**src/rtl/two_port_ram_be.sv**
```systemverilog
// two_port_ram_be: one-write / one-read synchronous RAM with per-lane byte
// enables, 1- or 2-cycle read latency, optional read-during-write bypass and
// a power-up clear sequencer that writes CLEAR_VALUE to every word.
//
// Ports:
//   clk            - single clock, rising edge
//   rst            - synchronous, active-high reset (memory contents untouched)
//   write_enable   - write request, honoured only once init_done=1
//   write_address  - write location
//   write_data     - write word
//   write_byte_en  - lane i covers write_data[i*LANE_WIDTH +: LANE_WIDTH]
//   read_enable    - read request, honoured only once init_done=1
//   read_address   - read location
//   read_data      - read result, held between deliveries
//   read_valid     - one-cycle pulse per accepted read
//   init_done      - clear sequence finished, user ports live
module two_port_ram_be #(
    parameter int unsigned DATA_WIDTH   = 8,
    parameter int unsigned ADDR_WIDTH   = 8,
    parameter int unsigned LANE_WIDTH   = 8,
    parameter int unsigned READ_LATENCY = 1,
    parameter int unsigned BYPASS       = 1,
    parameter logic [DATA_WIDTH-1:0] CLEAR_VALUE = '0
) (
    input  logic                               clk,
    input  logic                               rst,
    input  logic                               write_enable,
    input  logic [ADDR_WIDTH-1:0]              write_address,
    input  logic [DATA_WIDTH-1:0]              write_data,
    input  logic [DATA_WIDTH/LANE_WIDTH-1:0]   write_byte_en,
    input  logic                               read_enable,
    input  logic [ADDR_WIDTH-1:0]              read_address,
    output logic [DATA_WIDTH-1:0]              read_data,
    output logic                               read_valid,
    output logic                               init_done
);

    localparam int unsigned DEPTH  = 1 << ADDR_WIDTH;
    localparam int unsigned NLANES = DATA_WIDTH / LANE_WIDTH;

    // Elaboration-time parameter sanity.
    if ((DATA_WIDTH % LANE_WIDTH) != 0) begin : g_bad_lane
        $error("DATA_WIDTH must be a multiple of LANE_WIDTH");
    end
    if ((READ_LATENCY != 1) && (READ_LATENCY != 2)) begin : g_bad_lat
        $error("READ_LATENCY must be 1 or 2");
    end

    typedef enum logic {
        ST_CLEAR = 1'b0,
        ST_READY = 1'b1
    } state_e;

    // ------------------------------------------------------------------
    // Storage
    // ------------------------------------------------------------------
    logic [DATA_WIDTH-1:0] mem [DEPTH];

    // ------------------------------------------------------------------
    // Init sequencer state
    // ------------------------------------------------------------------
    state_e                state_q, state_d;
    logic [ADDR_WIDTH-1:0] ptr_q, ptr_d;
    logic                  init_done_q, init_done_d;

    // Read pipeline
    logic                  s1_valid_q, s1_valid_d;
    logic [DATA_WIDTH-1:0] s1_data_q, s1_data_d;

    // Qualified requests and read-side datapath
    logic                  clearing_c;
    logic                  wr_fire_c;
    logic                  rd_fire_c;
    logic                  collide_c;
    logic [DATA_WIDTH-1:0] wr_mask_c;
    logic [DATA_WIDTH-1:0] rd_old_c;
    logic [DATA_WIDTH-1:0] rd_word_c;

    // User ports are only live once the clear sequence has completed.
    assign clearing_c = (state_q == ST_CLEAR);
    assign wr_fire_c  = (state_q == ST_READY) && write_enable;
    assign rd_fire_c  = (state_q == ST_READY) && read_enable;
    assign collide_c  = wr_fire_c && rd_fire_c && (read_address == write_address);

    // Expand lane enables into a bit mask for the bypass merge.
    always_comb begin
        wr_mask_c = '0;
        for (int unsigned i = 0; i < NLANES; i++) begin
            wr_mask_c[i*LANE_WIDTH +: LANE_WIDTH] = {LANE_WIDTH{write_byte_en[i]}};
        end
    end

    // Read word: old content, optionally overlaid with same-edge write lanes.
    always_comb begin
        rd_old_c  = mem[read_address];
        rd_word_c = rd_old_c;
        if ((BYPASS != 0) && collide_c) begin
            rd_word_c = (rd_old_c & ~wr_mask_c) | (write_data & wr_mask_c);
        end
    end

    // ------------------------------------------------------------------
    // Sequencer next-state logic
    // ------------------------------------------------------------------
    always_comb begin
        state_d     = state_q;
        ptr_d       = ptr_q;
        init_done_d = init_done_q;
        case (state_q)
            ST_CLEAR: begin
                // Last address ends the sweep; pointer holds rather than wrapping.
                if (ptr_q == '1) begin
                    state_d     = ST_READY;
                    init_done_d = 1'b1;
                end else begin
                    ptr_d = ptr_q + 1'b1;
                end
            end
            ST_READY: begin
                state_d = ST_READY;
            end
            default: begin
                state_d = ST_CLEAR;
            end
        endcase
    end

    // Read stage 1: capture the word sampled at the accepting edge.
    always_comb begin
        s1_valid_d = rd_fire_c;
        s1_data_d  = s1_data_q;
        if (rd_fire_c) begin
            s1_data_d = rd_word_c;
        end
    end

    // Control and read-stage registers.
    always_ff @(posedge clk) begin
        if (rst) begin
            state_q     <= ST_CLEAR;
            ptr_q       <= '0;
            init_done_q <= 1'b0;
            s1_valid_q  <= 1'b0;
            s1_data_q   <= '0;
        end else begin
            state_q     <= state_d;
            ptr_q       <= ptr_d;
            init_done_q <= init_done_d;
            s1_valid_q  <= s1_valid_d;
            s1_data_q   <= s1_data_d;
        end
    end

    // Memory array: no reset, so contents survive rst until the sweep rewrites them.
    always_ff @(posedge clk) begin
        if (!rst) begin
            if (clearing_c) begin
                mem[ptr_q] <= CLEAR_VALUE;
            end else if (wr_fire_c) begin
                for (int unsigned i = 0; i < NLANES; i++) begin
                    if (write_byte_en[i]) begin
                        mem[write_address][i*LANE_WIDTH +: LANE_WIDTH] <=
                            write_data[i*LANE_WIDTH +: LANE_WIDTH];
                    end
                end
            end
        end
    end

    // ------------------------------------------------------------------
    // Output stage selection
    // ------------------------------------------------------------------
    if (READ_LATENCY == 2) begin : g_lat2
        logic                  s2_valid_q, s2_valid_d;
        logic [DATA_WIDTH-1:0] s2_data_q, s2_data_d;

        // Second stage only copies stage 1, so a later write cannot disturb it.
        always_comb begin
            s2_valid_d = s1_valid_q;
            s2_data_d  = s2_data_q;
            if (s1_valid_q) begin
                s2_data_d = s1_data_q;
            end
        end

        always_ff @(posedge clk) begin
            if (rst) begin
                s2_valid_q <= 1'b0;
                s2_data_q  <= '0;
            end else begin
                s2_valid_q <= s2_valid_d;
                s2_data_q  <= s2_data_d;
            end
        end

        assign read_valid = s2_valid_q;
        assign read_data  = s2_data_q;
    end else begin : g_lat1
        assign read_valid = s1_valid_q;
        assign read_data  = s1_data_q;
    end

    assign init_done = init_done_q;

endmodule

```
**config.mk**
```make
export PLATFORM = sky130hd
export DESIGN_NAME = two_port_ram_be
export DESIGN_NICKNAME = d
export VERILOG_FILES = /design/src/rtl/two_port_ram_be.sv
export SDC_FILE = /design/constraint.sdc
export NUM_CORES = 2
export LEC_CHECK = 0
export ABC_CLOCK_PERIOD_IN_PS = 10300
export CORE_ASPECT_RATIO = 1.25
export CORE_MARGIN = 2
export CORE_UTILIZATION = 35
export DETAILED_ROUTE_END_ITERATION = 8
export GPL_TIMING_DRIVEN = 0
export MAX_ROUTING_LAYER = met4
export SYNTH_ARGS = -nofsm -noshare
export SYNTH_HDL_FRONTEND = slang
export SYNTH_SLANG_ARGS = --single-unit
```
**constraint.sdc**
```tcl
create_clock -name clk -period 10.3 [get_ports clk]
set_input_delay 2.06 -clock clk [delete_from_list [all_inputs] [get_ports clk]]
set_output_delay 2.06 -clock clk [all_outputs]
set_load 0.02 [all_outputs]
```
==> impl_metrics.csv <==
group,metric,value,unit
run_status,status,"finished with violations",
run_status,violations,"max-capacitance violations, max-slew violations",
power,irDropWorstVdd,0.000132,V
global_route,grt_pass1_wl,433000,um
critical_path,cp_num_buf_inv,6,
placement,portBuffers,34,
critical_path,required,11070,ps
power,powerDensity,184,mW/mm2
critical_path,cp_top_family,"buffers and inverters",
synthesis,syn_area,0.0811,mm2
synthesis,yosys-top-cells-area,"edfxtp_1 (76%), mux4_2 (13%), mux2i_1 (2.0%), nor2_1 (1.4%), nand2_1 (0.75%)",
synthesis,synth-seq-cells,2067,
sta,slew_viol_final,53,
min_path,hold-path-endpoint,"init_done$_SDFFE_PP0P_",
clocking,cts_buffers,195,
min_path,whs_path_depth,2,
global_route,grt_overflow_total,0,
critical_path,path_cells,"clkdlybuf4s50_1 -> buf_2 -> buf_4 -> buf_2 -> buf_2 -> buf_2 -> mux2i_1 -> o211ai_1 -> a211oi_1 -> a31oi_1 -> a22oi_1 -> o211ai_1",
layout,syn2layout_area_growth,13.6,%
global_route,grt_usage,29.3,%
run,drv_cap,8,
sta,max_slew_margin,-9.70,%
critical_path,cp-start-kind,"primary input",
floorplan,die_w,435,um
floorplan,core-area,0.230,mm2
sta,fin_worst_skew,78.3,ps
sta,final-setup-viol-count,0,
clocking,clkLatencyLatePin,890,ps
clocking,clk_pin_slew,60,ps
detailed_routing,drtPass1Iterations,6,
sta,fin_crit_sh,78.2,%
synthesis,synth_warnings,0,
critical_path,path_max_fanout,10,
synthesis,syn-instance-count,3976,
critical_path,worstSetupEndpointType,"flip-flop",
power,switching_share,23.3,%
critical_path,worstPathArrival,8830,ps
detailed_routing,ant_nets,0,
sta,max_freq,0.124,GHz
floorplan,die_area,0.236,mm2
sta,worst_slew_pin_slew,1640,ps
detailed_routing,drtIter0Drc,8104,
synthesis,synth_common_cells,"edfxtp_1 (2,048), mux4_2 (474), nor2_1 (309), nand2_1 (163), mux2i_1 (158)",
placement,placed_area,0.0862,mm2
sta,setup-tns-final,0,ps
clocking,cts_setup_buffers,0,
sta,period_needed,8060,ps
synthesis,synth_flop_cell,"edfxtp_1",
clocking,cts_tree,"built",
synthesis,post-synth-top-count-cell,"edfxtp_1",
critical_path,crit_path_top_delay_cell,"a211oi_1",
synthesis,synth_cell_types,69,
synthesis,syn-num-nets,4006,
clocking,root_buffer,"clkbuf_16",
min_path,hp-class,"reg2reg",
power,p_total,17.0,mW
floorplan,die_y,542,um
clocking,cts_resized,0,
layout,drive_gt1_share,22.0,%
sta,finalHoldViolations,0,
placement,gp_congestion,1.08,
clocking,cts_sinks,2067,
detailed_routing,wl,338000,um
clocking,postCtsHoldBufs,0,
global_route,grt_pass1_vias,44200,
detailed_routing,wire_per_inst,45.1,um
global_route,antenna_found_initial,28,
critical_path,cpPeakStageDelay,1130,ps
power,share_comb_of_total_power,5.3,%
detailed_routing,vias,46800,
critical_path,reg2reg_from,"state_q$_SDFF_PP0_",
min_path,min_from,"init_done$_SDFFE_PP0P_",
global_route,grt_max_degree,93,
placement,place_inst,7128,
critical_path,worst-setup-path-type,"in2reg",
synthesis,synth_seq_area_share,76.3,%
synthesis,syn_area_per_cell,20.4,um2
layout,design_area,0.0921,mm2
power,p_int,13.0,mW
critical_path,reg2reg_to,"mem[177][7]$_DFFE_PP_",
critical_path,path_common_cell,"buf_2",
floorplan,num_rows,197,
synthesis,synth_top_area_share,75.8,%
power,pwr-share-seq,53.7,%
layout,instances_no_fill,7490,
critical_path,r2r.worst_path.cells,8,
power,leakage,32.4,nW
detailed_routing,viasPerCell,6.24,
floorplan,start_util,35.2,%
synthesis,yosys.area.top_type,"edfxtp_1",
layout,final_nets,4271,
sta,grt_setup_unrepaired,"false",
clocking,clk_path_buf_depth,4,
floorplan,ios,39,
critical_path,r2r_slack,5200,ps
synthesis,synthArstFlopShare,0,%
detailed_routing,drc,0,
clocking,h-tree-depth,4,
placement,hpwl,226000,um
power,clock_power_share,41.0,%
power,power.switching,3.95,mW
synthesis,synth_edf_count,2048,
[state kept, by name, indices dropped and copies added, names as in the netlist]
signal / flops
read_data: 8
init_done: 1
ptr_q: 8
mem: 2048
state_q: 1
read_valid: 1
[final cells by class]
cell class,instances,area (um2)
Antenna cell,22,55.1
Buffer,238,1390
Clock buffer,237,5060
Clock inverter,103,786
Fill cell,20400,138000
Inverter,5,18.8
Multi-Input combinational cell,1666,17900
Sequential cell,2067,61900
Tap cell,3084,3860
Timing Repair Buffer,68,1150
[metal layers]
| metal | wire [um] | up-vias | global-route usage, % | share of wire (%) |
|---|---|---|---|---|
| met5 | 0 | - | - | 0 |
| met4 | 36500 | 0 | 24.9 | 11 |
| met3 | 37800 | 1114 | 8.12 | 11 |
| met2 | 153000 | 3782 | 43.1 | 45 |
| met1 | 111000 | 24800 | 32.8 | 33 |
| li1 | - | 17000 | - | - |
[cell usage in the layout (no fill, tap or decap), types with 24 or more instances in the layout]
cell / count
buf_2: 82
o22ai_1: 78
buf_6: 30
mux2i_1: 158
a22oi_1: 33
clkdlybuf4s50_1: 34
clkbuf_16: 196
clkbuf_1: 105
a211oi_1: 31
o221ai_1: 25
a21oi_1: 37
nand3b_1: 24
nand3_1: 59
clkbuf_2: 25
o21ai_0: 32
mux4_2: 474
buf_4: 32
edfxtp_1: 2048
clkinv_1: 50
nor2_1: 309
nand2_1: 163
clkinv_2: 30
[metrics by stage]
stage | worst slack, ps | util, % | hold WS, ps
2_1_floorplan | 3220 | - | 522
3_3_place_gp | -2070 | 37.0 | 469
3_5_place_dp | 1600 | 37.4 | 482
4_1_cts | 2520 | 39.9 | 500
5_1_grt | 2630 | 40.0 | 521
6_report | 2240 | 40.0 | 489
[logic make-up after synthesis]
family | share of synthesized area [%]
buf+inv | 1.69
simple gates | 3.87
flops | 76.3
compound gates | 2.67
xor+xnor | 0.162
mux | 15.3
fa+ha+maj | 0.0154
[worst max-delay path by stage]
stage	startpoint	cells after the start	end	slack, ps
floorplan	rst	4	mem[0][0]$_DFFE_PP_	3220
global placement	write_byte_en	5	mem[56][3]$_DFFE_PP_	-2070
detailed placement	read_address[1]	12	read_data[6]$_SDFFE_PP0P_	1600
CTS	read_address[1]	12	read_data[6]$_SDFFE_PP0P_	2520
global route	read_address[1]	12	read_data[6]$_SDFFE_PP0P_	2630
finish	read_address[1]	12	read_data[6]$_SDFFE_PP0P_	2240
[worst min-delay path: cells and delay by family (launching register included)]
kind	cells	cell delay (ps)
flip-flops	1	340
AO/OA/AOI/OAI	1	50
AND/OR/NAND/NOR	1	70
[power by group through the flow]
stage	logic (mW)	registers (mW)	clock network, mW
3_5_place_dp	0.860	9.29	0
4_1_cts	0.861	9.11	6.93
3_3_place_gp	0.859	9.29	0
6_report	0.903	9.11	6.96
2_1_floorplan	0.356	9.29	0
5_1_grt	0.865	9.10	7.22
(Power assumes the default switching activity.)
